**src/rtl/tx_frame_arbiter.sv**
```systemverilog
// tx_frame_arbiter: frame-granular round-robin arbiter in front of the MAC TX
// AXI-Stream input. Ownership is taken on arbitration and held until the owner's
// tlast handshake, so frames from different sources never interleave.
// Optional stall watchdog compiled in with `define ARB_STALL_TIMEOUT_EN.
module tx_frame_arbiter #(
    parameter int NUM_PORTS       = 2,
    parameter int AXIS_DATA_WIDTH = 32,
    parameter int AXIS_DATA_BYTES = 4,
    parameter int GAP_CYCLES      = 0,
    parameter int TIMEOUT_CYCLES  = 256
) (
    input  logic                                 sys_clk,
    input  logic                                 sys_rst_n,
    input  logic [NUM_PORTS*AXIS_DATA_WIDTH-1:0] s_axis_tdata,
    input  logic [NUM_PORTS*AXIS_DATA_BYTES-1:0] s_axis_tkeep,
    input  logic [NUM_PORTS-1:0]                 s_axis_tvalid,
    input  logic [NUM_PORTS-1:0]                 s_axis_tlast,
    output logic [NUM_PORTS-1:0]                 s_axis_tready,
    output logic [AXIS_DATA_WIDTH-1:0]           m_axis_tdata,
    output logic [AXIS_DATA_BYTES-1:0]           m_axis_tkeep,
    output logic                                 m_axis_tvalid,
    output logic                                 m_axis_tlast,
    output logic                                 m_axis_tuser,
    input  logic                                 m_axis_tready,
    output logic [NUM_PORTS-1:0]                 grant,
    output logic                                 busy,
    output logic [15:0]                          frame_count,
    output logic                                 frame_abort
);

    localparam int unsigned NP       = NUM_PORTS;
    localparam int          IDX_W    = (NUM_PORTS > 1) ? $clog2(NUM_PORTS) : 1;
    localparam logic [3:0]  GAP_LAST = 4'((GAP_CYCLES > 0) ? GAP_CYCLES - 1 : 0);

    if (NUM_PORTS < 2 || NUM_PORTS > 4 || GAP_CYCLES < 0 || GAP_CYCLES > 15 ||
        TIMEOUT_CYCLES < 1 || AXIS_DATA_BYTES * 8 != AXIS_DATA_WIDTH) begin : g_param_check
        $error("tx_frame_arbiter: parameter out of range");
    end

`ifdef ARB_STALL_TIMEOUT_EN
    typedef enum logic [1:0] {ST_IDLE, ST_XFER, ST_GAP, ST_DROP} state_t;
`else
    typedef enum logic [1:0] {ST_IDLE, ST_XFER, ST_GAP} state_t;
`endif

    localparam state_t ST_AFTER = (GAP_CYCLES > 0) ? ST_GAP : ST_IDLE;

    state_t                     state_q, state_d;
    logic [NUM_PORTS-1:0]       grant_q;
    logic [IDX_W-1:0]           sel_q, rr_ptr_q, arb_idx;
    logic                       arb_found;
    logic [3:0]                 gap_cnt_q;
    logic [15:0]                frame_count_q;
    logic                       frame_done;
    logic                       sel_valid, sel_last;
    logic [AXIS_DATA_WIDTH-1:0] sel_data;
    logic [AXIS_DATA_BYTES-1:0] sel_keep;

    assign sel_valid = s_axis_tvalid[sel_q];
    assign sel_last  = s_axis_tlast[sel_q];
    assign sel_data  = s_axis_tdata[sel_q*AXIS_DATA_WIDTH +: AXIS_DATA_WIDTH];
    assign sel_keep  = s_axis_tkeep[sel_q*AXIS_DATA_BYTES +: AXIS_DATA_BYTES];

    // Round-robin search: first valid port starting at rr_ptr, wrapping modulo NUM_PORTS
    always_comb begin
        int unsigned cand;
        cand      = 0;
        arb_found = 1'b0;
        arb_idx   = '0;
        for (int unsigned i = 0; i < NP; i++) begin
            cand = 32'(rr_ptr_q) + i;
            if (cand >= NP) cand = cand - NP;
            if (!arb_found && s_axis_tvalid[cand[IDX_W-1:0]]) begin
                arb_found = 1'b1;
                arb_idx   = cand[IDX_W-1:0];
            end
        end
    end

`ifdef ARB_STALL_TIMEOUT_EN
    localparam int TO_W = $clog2(TIMEOUT_CYCLES + 1);

    logic [TO_W-1:0] stall_cnt_q;
    logic            abort_active;
    logic            abort_hs;
    logic            drop_done;
    logic            frame_abort_q;

    assign abort_active = (state_q == ST_XFER) && (stall_cnt_q == TO_W'(TIMEOUT_CYCLES));
    assign frame_abort  = frame_abort_q;

    // Consecutive cycles the owner offers nothing; frozen at the limit until the abort beat leaves
    always_ff @(posedge sys_clk) begin
        if (!sys_rst_n || state_q != ST_XFER) begin
            stall_cnt_q <= '0;
        end else if (!abort_active) begin
            if (!sel_valid) begin
                stall_cnt_q <= stall_cnt_q + TO_W'(1);
            end else if (m_axis_tready) begin
                stall_cnt_q <= '0;
            end
        end
    end

    // One-cycle abort pulse following the abort beat handshake
    always_ff @(posedge sys_clk) begin
        if (!sys_rst_n) frame_abort_q <= 1'b0;
        else            frame_abort_q <= abort_hs;
    end
`else
    assign frame_abort = 1'b0;
`endif

    // FSM state register
    always_ff @(posedge sys_clk) begin
        if (!sys_rst_n) state_q <= ST_IDLE;
        else            state_q <= state_d;
    end

    // Next-state logic plus the output mux; everything is zero outside XFER
    always_comb begin
        state_d       = state_q;
        s_axis_tready = '0;
        m_axis_tdata  = '0;
        m_axis_tkeep  = '0;
        m_axis_tvalid = 1'b0;
        m_axis_tlast  = 1'b0;
        m_axis_tuser  = 1'b0;
        frame_done    = 1'b0;
`ifdef ARB_STALL_TIMEOUT_EN
        abort_hs      = 1'b0;
        drop_done     = 1'b0;
`endif
        case (state_q)
            ST_IDLE: begin
                if (arb_found) state_d = ST_XFER;
            end
            ST_XFER: begin
`ifdef ARB_STALL_TIMEOUT_EN
                // The synthetic abort beat replaces the owner's stream; source is not acknowledged
                if (abort_active) begin
                    m_axis_tvalid = 1'b1;
                    m_axis_tlast  = 1'b1;
                    m_axis_tuser  = 1'b1;
                    if (m_axis_tready) begin
                        abort_hs = 1'b1;
                        state_d  = ST_DROP;
                    end
                end else begin
`endif
                    m_axis_tdata         = sel_data;
                    m_axis_tkeep         = sel_keep;
                    m_axis_tvalid        = sel_valid;
                    m_axis_tlast         = sel_last;
                    s_axis_tready[sel_q] = m_axis_tready;
                    if (sel_valid && m_axis_tready && sel_last) begin
                        frame_done = 1'b1;
                        state_d    = ST_AFTER;
                    end
`ifdef ARB_STALL_TIMEOUT_EN
                end
`endif
            end
            ST_GAP: begin
                if (gap_cnt_q == GAP_LAST) state_d = ST_IDLE;
            end
`ifdef ARB_STALL_TIMEOUT_EN
            ST_DROP: begin
                s_axis_tready[sel_q] = 1'b1;
                if (sel_valid && sel_last) begin
                    drop_done = 1'b1;
                    state_d   = ST_AFTER;
                end
            end
`endif
            default: state_d = ST_IDLE;
        endcase
    end

    // Grant/pointer registers, gap timer and completed-frame counter
    always_ff @(posedge sys_clk) begin
        if (!sys_rst_n) begin
            grant_q       <= '0;
            sel_q         <= '0;
            rr_ptr_q      <= '0;
            gap_cnt_q     <= '0;
            frame_count_q <= '0;
        end else begin
            if (state_q == ST_IDLE && arb_found) begin
                grant_q  <= NUM_PORTS'(1) << arb_idx;
                sel_q    <= arb_idx;
                rr_ptr_q <= (32'(arb_idx) == NP - 1) ? '0 : arb_idx + IDX_W'(1);
            end
            if (frame_done) begin
                frame_count_q <= frame_count_q + 16'd1;
                grant_q       <= '0;
            end
`ifdef ARB_STALL_TIMEOUT_EN
            if (drop_done) grant_q <= '0;
`endif
            gap_cnt_q <= (state_q == ST_GAP) ? gap_cnt_q + 4'd1 : 4'd0;
        end
    end

    assign grant       = grant_q;
    assign busy        = (state_q != ST_IDLE);
    assign frame_count = frame_count_q;

endmodule
```
**config.mk**
```make
export PLATFORM = sky130hd
export DESIGN_NAME = tx_frame_arbiter
export DESIGN_NICKNAME = d
export VERILOG_FILES = /design/src/rtl/tx_frame_arbiter.sv
export SDC_FILE = /design/constraint.sdc
export NUM_CORES = 1
export LEC_CHECK = 0
export BUFFER_PORTS_ARGS = -buffer_cell sky130_fd_sc_hd__buf_2
export CAP_MARGIN = 15
export CORE_MARGIN = 2
export CORE_UTILIZATION = 35
export CTS_CLUSTER_DIAMETER = 80
export DETAILED_ROUTE_END_ITERATION = 10
export PLACE_DENSITY = 0.78
export SYNTH_ARGS = -nofsm -noshare
export SYNTH_HDL_FRONTEND = slang
export SYNTH_SLANG_ARGS = --single-unit
export TNS_END_PERCENT = 30
```
**constraint.sdc**
```tcl
create_clock -name sys_clk -period 3.2 [get_ports sys_clk]
set_input_delay 0.8 -clock sys_clk [delete_from_list [all_inputs] [get_ports sys_clk]]
set_output_delay 0.8 -clock sys_clk [all_outputs]
set_load 0.03 [all_outputs]
```
; Word-level counts from Yosys, hierarchy flattened
; Index checks and enable logic that the tools add are counted.
[totals]
reg_bits = 26
in_bits = 79
out_inout_bits = 61
word_cells = 68
[op_classes]
n_addsub = 6
n_lt_le_gt_ge = 6
n_eq_ne = 5
shifts = 3
n_mux = 28
bitwise = 2
reduce_logical = 12
[ops]
columns = op, count
row1 = $shiftx 64x7->32, 1
row2 = $mux 32, 1
row3 = $mux 1, 20
row4 = $add 16x1->16 const B, 1
row5 = $mux 2, 4
row6 = $shiftx 8x4->4, 1
row7 = $lt 1x2->1 const B, 3
row8 = $ne 2x2->1 const B, 3
row9 = $pmux 2 s3, 1
row10 = $logic_and 1x1->1, 5
row11 = $add 4x1->4 const B, 1
row12 = $logic_not 4->1, 1
row13 = $mux 4, 1
row14 = $reduce_and 3->1, 1
row15 = $add 1x1->2 const B, 1
row16 = $and 2x2->2, 1
row17 = $eq 2x1->1 const B, 1
row18 = $eq 2x2->1 const B, 1
row19 = $ge 1x2->1 const B, 1
row20 = $ge 2x2->1 const B, 1
row21 = $logic_not 2->1, 1
row22 = $reduce_and 2->1, 1
row23 = $reduce_bool 2->1, 1
row24 = $reduce_or 2->1, 1
row25 = 7 further kinds, 8

; Logic depth before layout (Yosys ltp)
; Gate-level depths: netlist (run 1).
[logic_depth]
ltp_word = 10
ltp_mapped = 7
depth_no_buf = 4

; Worst setup path after synthesis (run 1)
; Ideal clock, no wire load.
[synth_timing]
kind = flip-flop to output port
from = reg sel_q
to = out m_axis_tdata[24]
t_arrival_ns = 1.486
required_ns = 2.400
slack_ns = 0.914
stages_incl_launch_ff = 6
path_buffers = 3
path_cell_list = dfxtp_1 > buf_4 > buf_2 > buf_2 > mux2i_1 > nor2b_1
[synth_between]
elab_chain_cells = 2
[synth_rtl]
columns = item, line_no
row1 = "start, declared", 50  ; logic [IDX_W-1:0] sel_q, rr_ptr_q, arb_idx;
row2 = "start signal, assigned", 191  ; sel_q <= arb_idx;
row3 = $shiftx 64x7->32, 61  ; assign sel_data = s_axis_tdata[sel_q*AXIS_DATA_WIDTH +: AXIS_DATA_WIDTH];
row4 = $mux 32, 134  ; case (state_q)
row5 = "end, declared", 19  ; output logic [AXIS_DATA_WIDTH-1:0] m_axis_tdata,
; Every way passes these cells.

; Worst setup path after layout (run 1)
[layout_timing]
from = reg sel_q
to = out m_axis_tdata[27]
; Same word-level chain as after synthesis.

==> impl_results.md, run 1 <==
- Status: finished, final reports clean
- Post-synth ARST share: 0%
- Yosys cell types: 34
- Pin count of the biggest net entering global routing: 27
- Worst-skew pair later-pin latency: 260 ps
- Largest family of logic cells by synthesized area: simple AND/OR/NAND/NOR gates
- Ports: 140
- Yosys warnings: 0
- Post-Synth Simple-Gate Area: 31.74%
- Mapped Area: 1675 um2
- Mux contribution to synthesized area: 25.69%
- Final Routed Wirelength: 5495 um
- Most frequent cells in the layout: buf_2, mux2i_1, nor2b_1
- CORE AREA: 4661 um2
- Sequential element share of the synthesized area: 25.09%
- Final ANT Viol Nets: 0
- Antenna violations before repair: 0
- Register area: 421.7 um2
- Most used DFF post-synth: dfxtp_1
- DIE AREA: 5356 um2
- CP Launch Type: flip-flop
- Peak supply drop: 0.0002444 V
- Dpl hpwl: 4425 um
- GRT Resource Usage Total: 18.14%
- Nets@finish: 416
- Area growth, synth to finish: 45.41%
- Yosys top cell area share: 25.69%
- Final Skew: 1.987 ps
- Site row count: 25
- Vias in the first global route: 1733
- Total of max-cap violations: 0
- Unrepaired setup endpoints after global routing: false
- CTS tree: yes
- Final Hold Fails: 0
- Min-delay worst type: flip-flop to flip-flop
- Slew @ Worst Pin: 666.9 ps
- Synth area leader: mux2i_1
- Worst path required time: 2400 ps
- Mean post-synth cell area: 8.133 um2
- Min Tclk post-route: 2599 ps
- Routed vias: 1958
- Footprint of the multi-input gates: 1170 um2
- Clock Sinks: 21
- Deepest clock path buffer count: 2
- Setup TNS: 0 ps
- Drt wl/cell: 14.13 um
- Worst-path maximum fanout: 24
- Final Cycle Share: 81.21%
- Drt first pass iters: 4
- Compound-Gate Fraction of Synth Area: 10.16%
- Reg clk slew, reported paths: 70 ps
- Worst Hold Depth: 2
- Mapped Cells: 206
- Drt via density: 5.033
- Postcts setup bufs: 0
- Initial Util: 35.95%
- # DRC: 0
- Placer Congestion: 0.8114
- H-tree depth: 1
- Post-Synth XOR/XNOR Area: 1.046%
- Post_cts resized: 0
- Max Fclk: 384.8 MHz
- FILL cells: 456
- Power Dens Cells: 302.0 nW/um2
- Die width: 73.19 um
- Finish-stage setup viols: 0
- First-pass GRT wire length: 7748 um
- GRT Residual Overflow: 0
- EDFF count, synth: 0
- Seq cells post-synth: 21
- Most common library cell in the layout ignoring fill and taps: buf_2
- CP endpoint kind: output pin
- Total power draw: 0.0007356 W
- WS Path Type: flip-flop to output pin
- CTS Root Buffer Type: clkbuf_8
- Fraction of final layout cells sized beyond drive strength 1: 42.99%
- Max-slew violation count: 0
- Leading post-synthesis cells by cell area: mux2i_1, dfxtp_1, nor2b_1
- Num CTS Buffers: 3
- # diodes: 0
- R2R depth: 5
- Static Leak: 1.209 nW
- Die height: 73.19 um
- Cts hold-fix bufs: 0
- Arr. time, crit path: 1800 ps
- Adder-cell area share of the yosys netlist: 0.7468%
- Slew headroom: 54.39%
- Port-buffer cells: 137
- DRT iter0 DRCs: 118
==> cells in the mapped netlist, drive strengths merged, types with 3 or more instances <==
cell	count
nor2b	39
dfxtp	21
or3	7
inv	3
o21ai	9
nand3	6
clkbuf	8
nand2b	5
nor2	7
nand2	12
and4	4
buf	8
mux2i	43
a21oi	10
and3	3
==> where the power goes <==
group | internal (W) | switching [W] | total [W]
Clock | 0.0000887 | 0.0000832 | 0.000172
Sequential | 0.000267 | 0.0000160 | 0.000283
Combinational | 0.000115 | 0.000166 | 0.000281
Total | 0.000470 | 0.000265 | 0.000736
==> flip-flops by register name, summed over array words and instances, names as in the netlist <==
name and flops:
grant 2, rr_ptr_q 1, frame_count 16, state_q 1, sel_q 1
==> final timing paths <==
| kind | startpoint | end | slack, ps |
|---|---|---|---|
| worst min-delay path | grant[1] | grant[1] | 470 |
| worst max-delay path | sel_q | m_axis_tdata[27] | 600 |
| worst max register to register | sel_q | frame_count[3] | 920 |
| worst min register to register | grant[1] | grant[1] | 470 |
==> through the flow <==
stage	setup slack, ps	std cells	util [%]	hold slack, ps	instance area, um2
2_1_floorplan	914.1	207	-	431.3	1679
3_3_place_gp	895.9	385	51.30	444.9	2391
3_5_place_dp	880.3	385	51.30	455.6	2391
4_1_cts	587.8	389	52.27	468.8	2436
5_1_grt	511.9	389	52.27	504.2	2436
6_report	601.4	389	52.27	469.6	2436
==> worst max-delay path, cell delays in order (launching register included) <==
cell and delay [ps]:
dfxtp_2 760, buf_12 270, mux2i_1 250, nor2b_1 60
buf_2 180
==> layer usage <==
metal  global-route usage (%)  wire [um]  vias up  part of all wire [%]
li1                         -          -      981                     -
met2                    30.73       2722       77                    50
met3                    3.315        329        8                   6.0
met4                    4.321         72        0                   1.3
met1                    23.74       2371      892                    43
met5                        0          0        -                     0
==> final cells by class <==
| type | count | area share, % |
|---|---|---|
| Multi-Input combinational cell | 167 | 48.02 |
| Timing Repair Buffer | 140 | 29.58 |
| Sequential cell | 21 | 17.31 |
| Tap cell | 54 | 2.773 |
| Clock buffer | 4 | 1.849 |
| Inverter | 3 | 0.4622 |
==> cells by family (layout without fill, tap and decap cells) <==
kind of cell / after synthesis / after routing
fa+ha+maj: 1 / 1
xor+xnor: 2 / 2
simple gates: 91 / 91
compound gates: 28 / 28
other cells: 1 / 2
flops: 21 / 21
buf+inv: 19 / 147
mux: 43 / 43
Note: power is estimated with default switching activity, not from simulation.
==> inputs of run 2 (changes only) <==
Clock period 3.2 ns to 2.55 ns, I/O delays scaled along.
==> impl_results.md, run 2 (synthesized netlist as in run 1, its figures left out) <==
- Worst path required time: 1910 ps (-490 ps)
- Postcts setup bufs: 0 (unchanged)
- Setup TNS: 0 ps (unchanged)
- Worst Hold Depth: 1 (-1)
- Slew @ Worst Pin: 730.4 ps (+63.59 ps)
- CP Launch Type: flip-flop
- Worst Path Buf+Inv: 2 (unchanged)
- Non-Filler Instances: 389 (unchanged)
- Num CTS Buffers: 3 (unchanged)
- WS Path Type: flip-flop to output pin
- Most frequent cells in the layout: buf_2, mux2i_1, nor2b_1
- # DRC: 0 (unchanged)
- Fraction of final layout cells sized beyond drive strength 1: 43.28% (+0.30 points)
- Hold endpoint: rr_ptr_q
- Slowest CP cell: dfxtp_2
- Final hold slack: 468.2 ps (-1.426 ps)
- Max Fclk: 444.0 MHz
- Hold Crit Start: rr_ptr_q
- Reg2reg start: sel_q
- Worst-skew pair later-pin latency: 260 ps (about the same)
- Die height: 73.19 um (unchanged)
- Status: finished, final reports clean
- Clock Sinks: 21 (unchanged)
- Reg clk slew, reported paths: 80 ps (about the same)
- Final ANT Viol Nets: 0 (unchanged)
- Deepest clock path buffer count: 2 (unchanged)
- Vias in the first global route: 1714 (-1.1%)
- R2R depth: 5 (unchanged)
- Total of max-cap violations: 0 (unchanged)
- Static Leak: 1.212 nW (+0.22%)
- GRT Resource Usage Total: 17.91% (-0.23 points)
- Arr. time, crit path: 1610 ps (-190 ps)
- CTS Root Buffer Type: clkbuf_8
- Nets@finish: 416 (unchanged)
- R2r setup slk: 460 ps (-460 ps)
- Crit-path cells: buf_12, mux2i_1, nor2b_1, buf_2
- Placer Congestion: 0.8653 (+6.6%)
- Ports: 140 (unchanged)
- Max FFs per register: 16 (unchanged)
- CTS tree: yes
- # placed instances: 385 (unchanged)
- First-pass GRT wire length: 7741 um (about the same)
- Final Skew: 3.474 ps (+1.487 ps)
- Routed vias: 1939 (-0.97%)
- DRT iter0 DRCs: 150 (+27%)
- Top delay family on crit path: flip-flops
- Drt via density: 4.985 (-0.97%)
- Power Dens Cells: 377.9 nW/um2 (+25%)
- Min-delay worst type: flip-flop to flip-flop
- Die width: 73.19 um (unchanged)
- DIE AREA: 5356 um2 (unchanged)
- Dpl hpwl: 4347 um (-1.8%)
- Pin count of the biggest net entering global routing: 37 (+37%)
- Post_cts resized: 0 (unchanged)
- Drt first pass iters: 4 (unchanged)
- Slew headroom: 50.04% (-4.3 points)
- Area growth, synth to finish: 45.48% (about the same)
- Peak supply drop: 0.0002578 V (+5.5%)
- Min Tclk post-route: 2252 ps
- CORE AREA: 4661 um2 (unchanged)
- Max-slew violation count: 0 (unchanged)
- Final Routed Wirelength: 5423 um (-1.3%)
- R2r endpoint: frame_count[7]
- Finish-stage setup viols: 0 (unchanged)
- Final Hold Fails: 0 (unchanged)
- CP endpoint kind: output pin
- Most common library cell in the layout ignoring fill and taps: buf_2
- Final Cycle Share: 88.33%
- Port-buffer cells: 137 (unchanged)
- Worst-path maximum fanout: 30 (+25%)
- GRT Residual Overflow: 0 (unchanged)
- Drt wl/cell: 13.94 um (-1.3%)
- Antenna violations before repair: 1 (+1)
- # diodes: 0 (unchanged)
- Unrepaired setup endpoints after global routing: false
- Cts hold-fix bufs: 0 (unchanged)
- H-tree depth: 1 (unchanged)
- Slowest cell delay on critical path: 580 ps (-180 ps)
- Site row count: 25 (unchanged)
- Initial Util: 35.95% (unchanged)
## run 2: final cells by class
type / instances / area, um2
clock buffers: 3 / 41.29
inverters: 3 / 11.26
well taps: 54 / 67.56
clock inverters: 1 / 5.005
fillers: 468 / 2223
flip-flops and latches: 21 / 421.7
multi-input cells: 167 / 1170
repair buffers: 140 / 720.7
## run 2: routing by layer
metal | wire, um | track usage [%] | vias up
li1 | - | - | 980
met1 | 2365 | 23.97 | 865
met2 | 2638 | 30.03 | 86
met3 | 381 | 3.453 | 6
met4 | 26 | 3.292 | 2
met5 | 11 | 0 | -
## run 2: how the worst max path moves through the flow
stage	from	cells after the start	endpoint	slack, ps
floorplan	sel_q	5	m_axis_tdata[24]	430
global placement	s_axis_tvalid[0]	6	frame_count[7]	440
detailed placement	s_axis_tvalid[0]	6	frame_count[7]	380
CTS	sel_q	4	m_axis_tdata[27]	270
global route	state_q[0]	3	s_axis_tready[1]	170
finish	sel_q	4	m_axis_tdata[11]	300
## run 2: where the power goes
part	leakage, nW	internal [W]	switching (W)	total (W)
Combinational	1.02	0.000144	0.000212	0.000356
Clock	0.0255	0.000109	0.000108	0.000217
Sequential	0.171	0.000335	0.0000136	0.000348
Total	1.21	0.000587	0.000334	0.000921
## run 2: stage by stage
stage | worst slack [ps] | cell area (um2) | utilization [%] | power, W
CTS | 271.1 | 2437 | 52.30 | 0.0009331
detailed placement | 380.6 | 2391 | 51.30 | 0.0007132
global route | 166.7 | 2437 | 52.30 | 0.0009712
global placement | 437.5 | 2391 | 51.30 | 0.0007071
floorplan | 426.6 | 1679 | - | 0.0005853
finish | 297.7 | 2437 | 52.30 | 0.0009211
